<file path="src/rtl/biss_pkg.sv">
// Shared types and constants for the BiSS-C slave emulator and its CRC6 engine.
package biss_pkg;

   localparam int CRC_W     = 6;
   localparam logic [CRC_W-1:0] CRC6_POLY = 6'h03;
   localparam int NUM_FLAGS = 2;

   typedef enum logic [6:0] {
      S_IDLE  = 7'b000_0001,
      S_ARM   = 7'b000_0010,
      S_ACK   = 7'b000_0100,
      S_START = 7'b000_1000,
      S_DATA  = 7'b001_0000,
      S_CRC   = 7'b010_0000,
      S_TOUT  = 7'b100_0000
   } state_e;

   // Counter width that never collapses to zero bits for tiny parameters.
   function automatic int clog2_min1(input int v);
      return (v <= 2) ? 1 : $clog2(v);
   endfunction

   function automatic int max_int(input int a, input int b);
      return (a > b) ? a : b;
   endfunction

endpackage

</file>
<file path="src/rtl/biss_crc6_serial.sv">
// Bit-serial CRC6 (x^6+x+1), MSB-first, zero init; clr has priority over en.
module biss_crc6_serial
   import biss_pkg::*;
(
   input  logic             clk,
   input  logic             reset,
   input  logic             clr,
   input  logic             en,
   input  logic             bit_in,
   output logic [CRC_W-1:0] crc
);

   logic [CRC_W-1:0] crc_q, crc_d;
   logic             fb;

   always_comb begin
      fb    = crc_q[CRC_W-1] ^ bit_in;
      crc_d = crc_q;
      if (clr)
         crc_d = '0;
      else if (en)
         crc_d = {crc_q[CRC_W-2:0], 1'b0} ^ ({CRC_W{fb}} & CRC6_POLY);
   end

   always_ff @(posedge clk) begin
      if (reset)
         crc_q <= '0;
      else
         crc_q <= crc_d;
   end

   assign crc = crc_q;

endmodule

</file>
<file path="src/rtl/biss_slave_emu.sv">
// BiSS-C slave emulator: answers each MA burst with Ack, Start, CDS, position,
// nE, nW, inverted CRC6 and a timeout phase on SLO.
module biss_slave_emu
   import biss_pkg::*;
#(
   parameter int POS_W       = 32,
   parameter int ACK_LEN     = 1,
   parameter int TIMEOUT_CYC = 1000,
   parameter int LINE_TO_CYC = 4000
) (
   input  logic             clk,
   input  logic             reset,
   input  logic             enc_clk_in,
   output logic             enc_data_out,
   input  logic [POS_W-1:0] position_in,
   input  logic             err_in,
   input  logic             warn_in,
   output logic             busy,
   output logic             frame_done,
   output logic             frame_abort
);

   localparam int SH_W  = POS_W + NUM_FLAGS;
   localparam int BIT_W = clog2_min1(SH_W);
   localparam int ACK_W = clog2_min1(ACK_LEN + 1);
   localparam int CC_W  = clog2_min1(CRC_W + 1);
   localparam int TMR_W = clog2_min1(max_int(TIMEOUT_CYC, LINE_TO_CYC));

   localparam logic [BIT_W-1:0] BIT_LAST  = BIT_W'(SH_W - 1);
   localparam logic [ACK_W-1:0] ACK_LAST  = ACK_W'(ACK_LEN);
   localparam logic [CC_W-1:0]  CRC_LAST  = CC_W'(CRC_W);
   localparam logic [TMR_W-1:0] TOUT_LAST = TMR_W'(TIMEOUT_CYC - 1);
   localparam logic [TMR_W-1:0] LINE_LAST = TMR_W'(LINE_TO_CYC - 1);

   logic             ma_s1_q, ma_s2_q, ma_s3_q;
   logic             ma_fall, ma_rise;
   state_e           state_q;
   logic [SH_W-1:0]  shadow_q;
   logic [ACK_W-1:0] ack_cnt_q;
   logic [BIT_W-1:0] bit_cnt_q;
   logic [CC_W-1:0]  crc_cnt_q;
   logic [TMR_W-1:0] tmr_q, tmr_inc;
   logic             slo_q, busy_q, done_q, abort_q;
   logic             line_active, line_expire;
   logic             crc_clr, crc_en;
   logic [CRC_W-1:0] crc_val, crc_inv_sh;
   logic             crc_tx_bit;

   // Synchronisers reset high so a reset never fakes an MA falling edge.
   always_ff @(posedge clk) begin
      if (reset) begin
         ma_s1_q <= 1'b1;
         ma_s2_q <= 1'b1;
         ma_s3_q <= 1'b1;
      end else begin
         ma_s1_q <= enc_clk_in;
         ma_s2_q <= ma_s1_q;
         ma_s3_q <= ma_s2_q;
      end
   end

   assign ma_fall = ma_s3_q & ~ma_s2_q;
   assign ma_rise = ~ma_s3_q & ma_s2_q;

   assign tmr_inc     = (&tmr_q) ? tmr_q : tmr_q + TMR_W'(1);
   assign line_active = (state_q == S_ARM) || (state_q == S_ACK) || (state_q == S_START) ||
                        (state_q == S_DATA) || (state_q == S_CRC);
   assign line_expire = line_active && !ma_fall && (tmr_q == LINE_LAST);

   assign crc_clr    = (state_q == S_IDLE) && ma_fall;
   assign crc_en     = (state_q == S_DATA) && ma_rise;
   assign crc_inv_sh = (~crc_val) << crc_cnt_q;
   assign crc_tx_bit = crc_inv_sh[CRC_W-1];

   biss_crc6_serial u_crc (
      .clk    (clk),
      .reset  (reset),
      .clr    (crc_clr),
      .en     (crc_en),
      .bit_in (shadow_q[SH_W-1]),
      .crc    (crc_val)
   );

   always_ff @(posedge clk) begin
      if (reset) begin
         state_q   <= S_IDLE;
         shadow_q  <= '0;
         ack_cnt_q <= '0;
         bit_cnt_q <= '0;
         crc_cnt_q <= '0;
         tmr_q     <= '0;
         slo_q     <= 1'b1;
         busy_q    <= 1'b0;
         done_q    <= 1'b0;
         abort_q   <= 1'b0;
      end else begin
         done_q  <= 1'b0;
         abort_q <= 1'b0;
         if (line_active) begin
            if (ma_fall)
               tmr_q <= '0;
            else if (ma_s2_q)
               tmr_q <= tmr_inc;
         end
         unique case (state_q)
            S_IDLE: begin
               slo_q <= 1'b1;
               if (ma_fall) begin
                  shadow_q <= {position_in, ~err_in, ~warn_in};
                  busy_q   <= 1'b1;
                  tmr_q    <= '0;
                  state_q  <= S_ARM;
               end
            end
            S_ARM: if (ma_rise) begin
               slo_q     <= 1'b0;
               ack_cnt_q <= ACK_W'(1);
               state_q   <= S_ACK;
            end
            S_ACK: if (ma_rise) begin
               if (ack_cnt_q == ACK_LAST) begin
                  slo_q   <= 1'b1;
                  state_q <= S_START;
               end else begin
                  ack_cnt_q <= ack_cnt_q + ACK_W'(1);
               end
            end
            S_START: if (ma_rise) begin
               slo_q     <= 1'b0;
               bit_cnt_q <= '0;
               state_q   <= S_DATA;
            end
            S_DATA: if (ma_rise) begin
               slo_q     <= shadow_q[SH_W-1];
               shadow_q  <= {shadow_q[SH_W-2:0], 1'b0};
               bit_cnt_q <= bit_cnt_q + BIT_W'(1);
               if (bit_cnt_q == BIT_LAST) begin
                  crc_cnt_q <= '0;
                  state_q   <= S_CRC;
               end
            end
            S_CRC: if (ma_rise) begin
               if (crc_cnt_q == CRC_LAST) begin
                  slo_q   <= 1'b0;
                  tmr_q   <= '0;
                  state_q <= S_TOUT;
               end else begin
                  slo_q     <= crc_tx_bit;
                  crc_cnt_q <= crc_cnt_q + CC_W'(1);
               end
            end
            S_TOUT: begin
               slo_q <= 1'b0;
               // A fresh MA burst restarts the timeout instead of starting a frame.
               if (ma_fall) begin
                  tmr_q <= '0;
               end else if (tmr_q == TOUT_LAST) begin
                  slo_q   <= 1'b1;
                  done_q  <= 1'b1;
                  busy_q  <= 1'b0;
                  state_q <= S_IDLE;
               end else if (ma_s2_q) begin
                  tmr_q <= tmr_inc;
               end
            end
            default: begin
               slo_q   <= 1'b1;
               busy_q  <= 1'b0;
               state_q <= S_IDLE;
            end
         endcase
         if (line_expire) begin
            slo_q   <= 1'b1;
            abort_q <= 1'b1;
            busy_q  <= 1'b0;
            state_q <= S_IDLE;
         end
      end
   end

   assign enc_data_out = slo_q;
   assign busy         = busy_q;
   assign frame_done   = done_q;
   assign frame_abort  = abort_q;

endmodule

</file>
<file path="config.mk">
export PLATFORM = sky130hd
export DESIGN_NAME = biss_slave_emu
export DESIGN_NICKNAME = d
export VERILOG_FILES = /design/src/rtl/biss_pkg.sv /design/src/rtl/biss_crc6_serial.sv /design/src/rtl/biss_slave_emu.sv
export SDC_FILE = /design/constraint.sdc
export NUM_CORES = 1
export LEC_CHECK = 0
export ABC_AREA = 1
export ABC_CLOCK_PERIOD_IN_PS = 2300
export BUFFER_PORTS_ARGS = -buffer_cell sky130_fd_sc_hd__buf_2
export CAP_MARGIN = 20
export CORE_ASPECT_RATIO = 1.2
export CORE_MARGIN = 10
export CORE_UTILIZATION = 29
export CTS_CLUSTER_SIZE = 30
export DETAILED_ROUTE_END_ITERATION = 12
export PLACE_DENSITY = 0.46
export SYNTH_ARGS = -nofsm -noshare
export SYNTH_HDL_FRONTEND = slang
export SYNTH_SLANG_ARGS = --single-unit
</file>
<file path="constraint.sdc">
create_clock -name clk -period 2.3 [get_ports clk]
set_input_delay 0.115 -clock clk [delete_from_list [all_inputs] [get_ports clk]]
set_output_delay 0.115 -clock clk [all_outputs]
set_load 0.01 [all_outputs]
</file>
# Word level (Yosys, flattened, before mapping)
# Cells that the tools add are included.
# word_totals
input_bits,37
register_bits,76
out_inout_bits,4
wordCells,132
# op_classes
muxes,52
add_sub_neg,4
bitwise,11
shift,1
reduce_logical,26
eq_ne,24
# op_table
cell,count
$mux 12,10
$mux 7,11
$mux 34,2
$pmux 34 s2,1
$pmux 7 s7,1
$pmux 12 s3,1
$ne 2x2->1 const B,10
$mux 1,15
$add 12x1->12 const B,1
$eq 12x10->1 const B,1
$eq 12x12->1 const B,1
$mux 3,4
$mux 6,2
$pmux 6 s2,1
$reduce_and 12->1,1
$reduce_and 11->1,1
$reduce_and 5->1,2
$reduce_and 3->1,3
$reduce_bool 2->1,4
$reduce_or 2->1,4
$eq 7x1->1 const B,1
$eq 7x2->1 const B,1
$eq 7x3->1 const B,1
$eq 7x4->1 const B,1
24 further kinds,38

# Logic depth before layout (Yosys ltp)
# Gate-level depths: netlist of the first run.
# depth
ltp_word,10
depth_mapped,13
depth_no_buf,13

# By module
# Synthesis of the first run repeated with hierarchy kept, for this count alone.
# hier_totals
hier_cells,665
hier_area_um2,4369.2
# modules_own_cells
mod,area_each_um2,instances,seq_area_each_um2,cells_each
biss_slave_emu,4121.5,1,1401.3,629
biss_crc6_serial,247.7,1,120.1,36

# Worst setup path after synthesis of the first run
# Ideal clock, no wire load.
# synth_path
path_type,register to register
startpoint,register tmr_q[1]
endpoint,register tmr_q[10]
path_buffers,0
stages_incl_launch_ff,14
arrival_time_ns,1.532
required_ns,2.236
period_less_slack_ns,1.596
setup_time_ns,0.064
path_slack_ns,0.704
cell_sequence,dfxtp_1 ha_1 nand2_1 nor2_1 nand3_2 nand2_1 inv_2 nand2_1 nand3_1 nand2_1 nand2_1 nand2_1 nand2_1 nor2_1
# synth_via
elab_chain_len,9
word_cells_on_any_way,14
cone_classes,1 x add/sub; 1 x eq/ne; 11 x mux; 1 x reduce/logical
# synth_rtl
item,line_no,source
"start, declared",biss_slave_emu.sv:42,"logic [TMR_W-1:0] tmr_q, tmr_inc;"
"start signal, assigned",biss_slave_emu.sv:103,tmr_q <= tmr_inc;
"start signal, assigned",biss_slave_emu.sv:163,tmr_q <= tmr_inc;
$add 12x1->12 or $reduce_and 12->1 (tied branches),biss_slave_emu.sv:65,assign tmr_inc = (&tmr_q) ? tmr_q : tmr_q + TMR_W'(1);
$mux 12,biss_slave_emu.sv:65,
$mux 12,biss_slave_emu.sv:102,else if (ma_s2_q)
$mux 12,biss_slave_emu.sv:100,if (ma_fall)
$mux 12,biss_slave_emu.sv:99,if (line_active) begin
$mux 12,biss_slave_emu.sv:162,end else if (ma_s2_q) begin
$mux 12,biss_slave_emu.sv:157,end else if (tmr_q == TOUT_LAST) begin
$mux 12,biss_slave_emu.sv:155,if (ma_fall) begin
$pmux 12 s3 (*),biss_slave_emu.sv:105,unique case (state_q)
# Every way passes the cells marked *; elsewhere a longest branch is shown, timed or not.
# A chain may end at the register's enable or synchronous reset.

# Final worst setup path of the first run
# layout_path
startpoint,register tmr_q[1]
endpoint,register state_q[6]
# layout_via
elab_chain_len,3
word_cells_on_any_way,6
cone_classes,3 x eq/ne; 3 x reduce/logical
# layout_rtl
item,line_no,source
$eq 12x10->1 or $eq 12x12->1 (tied branches),"biss_slave_emu.sv:157, biss_slave_emu.sv:68",
$ne 2x2->1 (no source line) or $logic_and 1x1->1 (tied branches),--,
$reduce_and 11->1 (no source line) or $reduce_or 2->1 (tied branches),--,
"end signal, assigned",biss_slave_emu.sv:161,state_q <= S_IDLE;
"end signal, assigned",biss_slave_emu.sv:169,state_q <= S_IDLE;
"end signal, assigned",biss_slave_emu.sv:176,state_q <= S_IDLE;
"end, declared",biss_slave_emu.sv:37,state_e state_q;
# Several ways; a longest one is shown, not always the timed one.

==> results.txt, run 1 <==
Status: complete, no violations
Highest clock rate: 479 MHz
Critical path launch point: tmr_q[1]$_SDFF_PP0_
Inserted Clock Buffers: 9
PD cells: 906 nW/um^2
Worst-Margin Slew: 367 ps
CTS Buffer Depth: 2
H-tree depth: 3
Max cap viols: 0
Layout Cells excl Fill: 847
Drt total wl: 11700 um
Clock Latency Late Sink: 340 ps
Pins Over Slew Limit: 0
Clock Root Buffer: clkbuf_16
Hold_buf cts: 1
Initial antenna violation count: 0
Die X: 130 um
Routed Antenna Nets: 0
Largest area contributor in the netlist: dfxtp_1
Placement row count: 48
Clk_skew: 6.48 ps
Worst rel slew slack: 0.755
# diodes: 0
P&R area growth vs syn: 17.0%
Post-Layout Inst Area: 4950 sq um
Hold Crit Class: in -> reg
Fillers: 1564
Layout cells sized above 1: 0.162
Synth Flop Type: dfxtp_1
Syn. warnings: 0
Synth Instances: 630
Placer Congestion: 0.905
Arr. time, crit path: 2330 ps
Post-synth top cells: nand2_1, dfxtp_1, o21ai_0
I/O pin count: 41
Hold Violations, Final: 0
Dpl cells: 830
First-pass DRT Iterations: 4
CORE AREA: 14400 sq um
Worst setup SP type: flip-flop
Synthesized area: 4230 sq um
Clock Pin Slew Worst Setup and Hold Paths: 60 ps
Top cells by area, synth: dfxtp_1, nand2_1, o21ai_0, a31oi_1, nand3_1
Global route overflow: 0
Global-route wire length before repair: 20100 um
Die Height: 152 um
DRC: 0
DR vias/cell: 4.96
Via count: 4204
Power Internal: 0.00303 W
Place WS: 251 ps
Wire per inst: 13.8 um
Seq pwr share: 0.376
HPWL after detailed placement: 8750 um
CP required: 2540 ps
Final worst slack: 212 ps
Clock Power Share: 0.373
Sw Ratio: 0.325
Die ar.: 19800 sq um
Setup Buffers After CTS: 0
Setup CP Type: reg -> reg
Final Util: 0.345
Initial core utilization: 0.295
CTS tree: done
Worst setup EP type: flip-flop
Reg2reg start: tmr_q[1]$_SDFF_PP0_
R2r setup slk: 210 ps
NetSw: 0.00146 W
Combinational share of power: 0.250
Largest net degree at the start of global routing: 38
Library cells used by synthesis: 40
IO buf count: 40
Vias in the first global route: 4219
Maximum fanout along the worst path: 7
Leak: 2.11 nW
Endpoints failing setup: 0
Setup TNS: 0 ps
Tot GR Track Use: 0.123
Cts repair resizes: 0
Post-synth ARST share: 0
Post-synth EDFFs: 0
Synth top area share: 0.359
Final Cycle Share: 0.908
Minimum clock period: 2090 ps
Peak supply drop: 510 uV
Seq/Total Area, Yosys: 0.359
Final net count: 709
Syn_nets: 672
Number of clock sinks: 76
Count leader, synth: nand2_1
Iteration-0 DRC count of the detailed router: 198
Mean Syn Cell Area: 6.72 sq um
Seq cells post-synth: 76
Hold Startpoint: position_in[6]
Dpl cell area: 4590 sq um
RSZ-0062 raised after global routing: false
## kinds of logic (layout without fill, tap and decap cells)
kind of cell | Yosys count | count (layout) | synth area share
DFF | 76 | 76 | 0.359
adders and majority gates | 5 | 5 | 0.0148
buffers and inverters | 78 | 120 | 0.0777
AOI/OAI and AO/OA | 142 | 142 | 0.189
xor gates and xnor gates | 5 | 5 | 0.0103
and+or+nand+nor | 324 | 324 | 0.348
## critical path: stages, from the launching register on
cell and delay, ps:
dfxtp_1 390, ha_1 300, nand2_1 130, inv_1 130, nand2_1 110, nor4_1 200
nand4_1 210, nand2_1 300, inv_2 80, o21ai_1 90, nor2_1 50
## metal layers
| metal | share of wire | vias to the layer above | GRT usage |
|---|---|---|---|
| met2 | 0.49 | 87 | 0.207 |
| met3 | 0.045 | 28 | 0.0271 |
| li1 | - | 2178 | - |
| met4 | 0.029 | 0 | 0.0622 |
| met1 | 0.43 | 1911 | 0.142 |
| met5 | 0 | - | 0 |
## power by group through the flow
stage	Sequential, W	Clock, W	Combinational [W]
finish	0.00169	0.00168	0.00112
global route	0.00172	0.00177	0.00128
CTS	0.00169	0.00172	0.00114
detailed placement	0.00171	0	0.00113
global placement	0.00171	0	0.00112
floorplan	0.00168	0	0.000950
## flip-flops by register name, summed over array words and instances (netlist names)
signal and cells:
ack_cnt_q 1, bit_cnt_q 6, busy 1, crc_cnt_q 3, enc_data_out 1, frame_abort 1
frame_done 1, ma_s1_q 1, ma_s2_q 1, ma_s3_q 1, shadow_q 34, state_q 7
tmr_q 12, u_crc.crc 6
## cell usage in the layout (no fill, tap or decap), types with 4 or more instances in the layout
cell type / instances
a211oi_1: 5
a21oi_1: 26
a31oi_1: 32
buf_2: 40
buf_4: 9
clkbuf_16: 9
dfxtp_1: 76
ha_1: 5
inv_1: 39
inv_2: 14
nand2_1: 199
nand3_1: 36
nand4_1: 8
nor2_1: 44
nor2_2: 4
nor2_4: 9
nor3_1: 6
o211ai_1: 6
o21ai_0: 50
o21ai_1: 16
or2_2: 4
## layout make-up
class | instances | area (sq um) | area share
multi-input combinational | 476 | 2380 | 0.481
sequential | 76 | 1520 | 0.307
timing repair buffer | 50 | 278 | 0.0561
clock buffer | 10 | 239 | 0.0482
tap | 175 | 219 | 0.0442
inverter | 54 | 203 | 0.0409
clock inverter | 6 | 111 | 0.0225
## metrics by stage
step	hold slack (ps)	power, W
floorplan	219	0.00263
global placement	302	0.00283
detailed placement	301	0.00284
CTS	21.9	0.00454
global route	34.8	0.00477
finish	32.4	0.00449
## worst paths after layout
check                             end  depth (start not counted)
max           state_q[6]$_SDFFE_PP0P_                         10
max reg2reg   state_q[6]$_SDFFE_PP0P_                         10
min reg2reg        ma_s2_q$_SDFF_PP1_                          1
min          shadow_q[8]$_SDFFE_PP0P_                          3
Power figures use the tool's default switching activity.
==> inputs of run 2 (changes only) <==
--- a/config.mk
+++ b/config.mk
@@ -7,7 +7,7 @@
 export LEC_CHECK = 0
 export ABC_AREA = 1
 export ABC_CLOCK_PERIOD_IN_PS = 2300
-export BUFFER_PORTS_ARGS = -buffer_cell sky130_fd_sc_hd__buf_2
+export BUFFER_PORTS_ARGS = -buffer_cell sky130_fd_sc_hd__buf_4
 export CAP_MARGIN = 20
 export CORE_ASPECT_RATIO = 1.2
 export CORE_MARGIN = 10
==> run 2 against run 1 <==
- hold slack better by 9.0 ps
- global-route usage down 0.088 points
- fmax up 6.4%
- via count up 0.17%
- non-clock buffer count down 2
- critical endpoint is now tmr_q[10]$_SDFF_PP0_
- highest routed layer unchanged
==> results.txt, run 2 (synthesis gave the netlist of run 1 again) <==
Largest net degree at the start of global routing: 68 (+79%)
DRC: 0 (unchanged)
Crit path depth: 13 (+3)
Highest clock rate: 510 MHz (+6.4%)
Max incr delay on CP: 390 ps (about the same)
Cts repair resizes: 0 (unchanged)
Most flop-heavy register: shadow_q
Routed Antenna Nets: 0 (unchanged)
CORE AREA: 14400 sq um (unchanged)
Worst-Margin Slew: 392 ps (+24.7 ps)
CTS Buffer Depth: 2 (unchanged)
R2r setup slk: 340 ps (+130 ps)
Global route overflow: 0 (unchanged)
Maximum fanout along the worst path: 9 (+2)
Wire per inst: 14.0 um (+1.5%)
Vias in the first global route: 4133 (-2.0%)
Most frequent cells in the layout: nand2_1, dfxtp_1, o21ai_0
First-pass DRT Iterations: 7 (+3)
Worst path cell trace: ha_1 -> nand2_1 -> nor2_1 -> nand3_2 -> nand2_1 -> inv_2 -> nand2_1 -> nand3_1 -> nand2_1 -> nand3_1 -> nand2_1 -> inv_1 -> nor2_1
Worst R2R Path Depth: 13 (+3)
Peak supply drop: 534 uV (+4.8%)
Die ar.: 19800 sq um (unchanged)
Initial antenna violation count: 0 (unchanged)
CP top delay family: simple AND/OR/NAND/NOR gates
Tot GR Track Use: 0.122 (-0.000880)
Minimum clock period: 1960 ps (-126 ps)
Via count: 4211 (+0.17%)
Reg2reg start: tmr_q[1]$_SDFF_PP0_
Worst rel slew slack: 0.739 (-0.0165)
Metal3 WL: 469 um (-11%)
Die Height: 152 um (unchanged)
Max FFs per register: 34 (unchanged)
Hold Startpoint: position_in[13]
# diodes: 0 (unchanged)
Clk_skew: 11.4 ps (+4.91 ps)
Final net count: 707 (-0.28%)
Placement row count: 48 (unchanged)
Clock Root Buffer: clkbuf_16
I/O pin count: 41 (unchanged)
PD cells: 884 nW/um^2 (-2.3%)
RSZ-0062 raised after global routing: false
Global-route wire length before repair: 19800 um (-1.3%)
Worst path most repeated cell: nand2_1
Worst setup SP type: flip-flop
Crit path to: tmr_q[10]$_SDFF_PP0_
Critical path launch point: tmr_q[1]$_SDFF_PP0_
P&R area growth vs syn: 18.8%
Worst r2r dst: tmr_q[10]$_SDFF_PP0_
Setup CP Type: reg -> reg
CTS tree: done
Setup TNS: 0 ps (unchanged)
Max cap viols: 0 (unchanged)
Hold Violations, Final: 0 (unchanged)
Initial core utilization: 0.295 (unchanged)
Layout Cells excl Fill: 845 (-0.24%)
Arr. time, crit path: 2250 ps (-80 ps)
M1 WL: 5230 um (+3.0%)
Worst setup EP type: flip-flop
Die X: 130 um (unchanged)
Clock Pin Slew Worst Setup and Hold Paths: 60 ps (about the same)
Endpoints failing setup: 0 (unchanged)
Commonest non-fill, non-tap cell in the layout: nand2_1
Clock Latency Late Sink: 350 ps (about the same)
Top layer in use: met4
Inserted Clock Buffers: 9 (unchanged)
DR vias/cell: 4.98 (+0.40%)
Status: complete, no violations
IO buf count: 40 (unchanged)
Hold Crit Class: in -> reg
Final Cycle Share: 0.853 (-0.0548)
Drt total wl: 11900 um (+1.2%)
Iteration-0 DRC count of the detailed router: 287 (+45%)
Buf/Inv on CP: 2 (unchanged)
Number of clock sinks: 76 (unchanged)
Met2 wire length: 5750 um (-0.57%)
Leading registers by flop count: shadow_q: 34 flops, tmr_q: 12 flops, state_q: 7 flops
Layout cells sized above 1: 0.158 (-0.00399)
Pins Over Slew Limit: 0 (unchanged)
Placer Congestion: 0.953 (+5.4%)
CP required: 2590 ps (+50 ps)
H-tree depth: 3 (unchanged)
Dpl cells: 828 (-0.24%)
HPWL after detailed placement: 8740 um (about the same)
Leak: 2.13 nW (+0.63%)
Slowest cell on the critical path: dfxtp_1
## run 2: layout make-up
class                      instances  area [sq um]
multi-input combinational        476          2380
timing repair buffer              48           375
clock buffer                      11           243
clock inverter                     5          85.1
fill                            1537          9330
inverter                          54           203
sequential                        76          1520
tap                              175           219
## run 2: worst min-delay path by stage
stage | endpoint | slack [ps] | depth (start not counted)
6_report | shadow_q[15]$_SDFFE_PP0P_ | 40 | 3
5_1_grt | shadow_q[15]$_SDFFE_PP0P_ | 50 | 3
4_1_cts | shadow_q[15]$_SDFFE_PP0P_ | 30 | 3
3_5_place_dp | ma_s1_q$_SDFF_PP1_ | 310 | 2
3_3_place_gp | ma_s1_q$_SDFF_PP1_ | 310 | 2
2_1_floorplan | ma_s1_q$_SDFF_PP1_ | 220 | 1
## run 2: stage by stage
step	hold WS [ps]	cell area, sq um	utilization	worst slack [ps]	power, W
6_report	41.4	5030	0.350	338	0.00445
5_1_grt	47.5	5030	0.350	148	0.00473
4_1_cts	30.1	5030	0.350	321	0.00451
3_5_place_dp	307	4690	0.327	341	0.00290
3_3_place_gp	306	4690	0.327	342	0.00289
2_1_floorplan	219	4230	-	704	0.00263
## run 2: metal layers
metal	up-vias	global-route usage
met1	1910	0.140
met4	0	0.0687
met2	105	0.203
met5	-	0
met3	26	0.0271
li1	2170	-
## run 2: tightest hold or removal path: stages
cell,delay (ps)
buf_4,110
nand2_1,50
a31oi_1,70
## run 2: what timing repair did
item | CTS | global route
buffers inserted | 0 | 0
hold endpoints to repair | 1 | 0
hold buffers | 1 | 0
## run 2: power by group
group | switching, W | internal [W] | total (W)
Combinational | 0.000757 | 0.000421 | 0.00118
Clock | 0.000596 | 0.000984 | 0.00158
Sequential | 0.000137 | 0.00155 | 0.00169
==> inputs of run 3 (changes only) <==
--- a/config.mk
+++ b/config.mk
@@ -6,7 +6,7 @@
 export NUM_CORES = 1
 export LEC_CHECK = 0
 export ABC_AREA = 1
-export ABC_CLOCK_PERIOD_IN_PS = 2300
+export ABC_CLOCK_PERIOD_IN_PS = 2400
 export BUFFER_PORTS_ARGS = -buffer_cell sky130_fd_sc_hd__buf_4
 export CAP_MARGIN = 20
 export CORE_ASPECT_RATIO = 1.2
==> constraint.sdc (replaced) <==
create_clock -name clk -period 2.4 [get_ports clk]
set_input_delay 0.12 -clock clk [delete_from_list [all_inputs] [get_ports clk]]
set_output_delay 0.12 -clock clk [all_outputs]
set_load 0.01 [all_outputs]
==> run 3 against run 2 <==
- first-iteration DRC count fell by 17%
- count of clock-buffer cells in the layout rose by 1
- non-clock buffer count fell by 1
- largest cell class unchanged
==> results.txt, run 3 (synthesis gave the netlist of run 1 again) <==
Maximum fanout along the worst path: 9 (unchanged)
Worst rel slew slack: 0.611 (-0.128)
Arr. time, crit path: 2280 ps (+30 ps)
Clock Root Buffer: clkbuf_16
Slowest cell on the critical path: dfxtp_1
I/O pin count: 41 (unchanged)
Worst-Margin Slew: 582 ps (+190 ps)
Clock Power Share: 0.342 (-0.013)
CP required: 2670 ps (+80 ps)
Initial core utilization: 0.295 (unchanged)
Placer Congestion: 0.912 (-4.3%)
Hold depth: 3 (unchanged)
Max incr delay on CP: 400 ps (about the same)
Die Height: 152 um (unchanged)
Leak: 2.12 nW (-0.28%)
Pins Over Slew Limit: 0 (unchanged)
Status: complete, no violations
# diodes: 0 (unchanged)
CTS tree: done
Dpl cells: 827 (-0.12%)
Final Cycle Share: 0.838 (-0.0155)
Setup Buffers After CTS: 0 (unchanged)
IO buf count: 40 (unchanged)
Die X: 130 um (unchanged)
Minimum clock period: 2010 ps (+48.1 ps)
Dpl cell area: 4680 sq um (-0.16%)
Worst setup EP type: flip-flop
Setup TNS: 0 ps (unchanged)
NetSw: 0.00139 W (-6.4%)
Commonest non-fill, non-tap cell in the layout: nand2_1
Layout Cells excl Fill: 844 (-0.12%)
H-tree depth: 3 (unchanged)
Buf/Inv on CP: 1 (-1)
Placement row count: 48 (unchanged)
DR vias/cell: 5.00 (+0.26%)
Drt total wl: 12200 um (+2.5%)
Die ar.: 19800 sq um (unchanged)
Leading registers by flop count: shadow_q: 34 flops, tmr_q: 12 flops, state_q: 7 flops
Initial antenna violation count: 0 (unchanged)
Worst path cell trace: ha_1 -> nand2_1 -> nor2_1 -> nand3_2 -> nand2_1 -> inv_2 -> nand2_1 -> nand3_1 -> nand2_1 -> nand2_1 -> nand2_1 -> nand2_1 -> nor2_1
Worst R2R Path Depth: 13 (unchanged)
P&R area growth vs syn: 18.3%
Largest net degree at the start of global routing: 68 (unchanged)
Max FFs per register: 34 (unchanged)
Worst path most repeated cell: nand2_1
Setup CP Type: reg -> reg
Vias in the first global route: 4236 (+2.5%)
Total power: 0.00415 W (-6.6%)
Cts repair resizes: 0 (unchanged)
Max cap viols: 0 (unchanged)
Met2 Track Usage GR: 0.216 (+0.0128)
Peak supply drop: 413 uV (-23%)
Tot GR Track Use: 0.126 (+0.00408)
Inserted Clock Buffers: 9 (unchanged)
Hold Crit Class: in -> reg
HPWL after detailed placement: 8880 um (+1.6%)
Via count: 4217 (+0.14%)
Clock Latency Late Sink: 340 ps (about the same)
Layout cells sized above 1: 0.157 (-0.00126)
CP top delay family: simple AND/OR/NAND/NOR gates
Worst r2r dst: tmr_q[10]$_SDFF_PP0_
GR peak layer: met2
Wire per inst: 14.4 um (+2.6%)
Worst setup SP type: flip-flop
Global route overflow: 0 (unchanged)
M1 GR Usage: 0.144 (+0.00382)
Hold Path Sink: shadow_q[9]$_SDFFE_PP0P_
Hold_buf cts: 1 (unchanged)
Hold Violations, Final: 0 (unchanged)
Final Util: 0.349 (-0.00157)
Fillers: 1549 (+0.78%)
Number of clock sinks: 76 (unchanged)
Sw Ratio: 0.336 (+0.000650)
RSZ-0062 raised after global routing: false
Highest clock rate: 497 MHz (-2.4%)
Iteration-0 DRC count of the detailed router: 239 (-17%)
Reg2reg start: tmr_q[1]$_SDFF_PP0_
R2r setup slk: 390 ps (+50 ps)
Endpoints failing setup: 0 (unchanged)
PD cells: 830 nW/um^2 (-6.2%)
DRC: 0 (unchanged)
First-pass DRT Iterations: 5 (-2)
Most frequent cells in the layout: nand2_1, dfxtp_1, o21ai_0
Post-Layout Inst Area: 5010 sq um (-0.45%)
Most flop-heavy register: shadow_q
Final net count: 706 (-0.14%)
Combinational share of power: 0.268 (+0.003)
Clk_skew: 8.92 ps (-2.47 ps)
Hold Startpoint: position_in[7]
Power Internal: 0.00276 W (-6.7%)
GRT met3 Usage: 0.0299 (+0.00278)
CTS Buffer Depth: 2 (unchanged)
Routed Antenna Nets: 0 (unchanged)
Seq pwr share: 0.390 (+0.010)
CORE AREA: 14400 sq um (unchanged)
Global-route wire length before repair: 20500 um (+3.6%)
Clock Pin Slew Worst Setup and Hold Paths: 60 ps (about the same)
-- run 3: metal layers --
layer	vias to the layer above	wire length, um
li1	2168	-
met1	1935	5350
met2	94	6070
met3	20	454
met4	0	283
met5	-	0
-- run 3: worst max-delay path by stage --
stage | startpoint | end | slack, ps | cells after the start
after CTS | tmr_q[1]$_SDFF_PP0_ | tmr_q[10]$_SDFF_PP0_ | 400 | 13
after floorplan | tmr_q[1]$_SDFF_PP0_ | tmr_q[10]$_SDFF_PP0_ | 800 | 13
after global routing | tmr_q[1]$_SDFF_PP0_ | tmr_q[10]$_SDFF_PP0_ | 160 | 13
final | tmr_q[1]$_SDFF_PP0_ | tmr_q[10]$_SDFF_PP0_ | 390 | 13
after global placement | ma_s3_q$_SDFF_PP1_ | tmr_q[3]$_SDFF_PP0_ | 430 | 13
after detailed placement | tmr_q[1]$_SDFF_PP0_ | tmr_q[10]$_SDFF_PP0_ | 420 | 13
-- run 3: tightest hold or removal path, stage by stage --
cell and delay [ps]:
buf_4 110, nand2_1 50, a31oi_1 70
-- run 3: final cells by class --
cell class | instances | area (sq um) | share of cell area
multi-input combinational | 476 | 2380 | 0.476
sequential | 76 | 1520 | 0.304
timing repair buffer | 47 | 368 | 0.0735
clock buffer | 12 | 256 | 0.0512
tap | 175 | 219 | 0.0437
inverter | 54 | 203 | 0.0405
clock inverter | 4 | 56.3 | 0.0112
-- run 3: stage by stage --
| step | worst slack, ps | hold slack, ps |
|---|---|---|
| floorplan | 804 | 224 |
| finish | 390 | 49.0 |
| global placement | 430 | 317 |
| global route | 156 | 47.0 |
| detailed placement | 417 | 312 |
| CTS | 403 | 33.0 |
-- run 3: power groups by stage --
stage / Clock [W] / Combinational [W] / Sequential [W]
after floorplan: 0 / 0.000910 / 0.00161
after global placement: 0 / 0.00111 / 0.00164
after detailed placement: 0 / 0.00112 / 0.00164
after CTS: 0.00146 / 0.00112 / 0.00162
after global routing: 0.00152 / 0.00128 / 0.00164
final: 0.00142 / 0.00111 / 0.00162
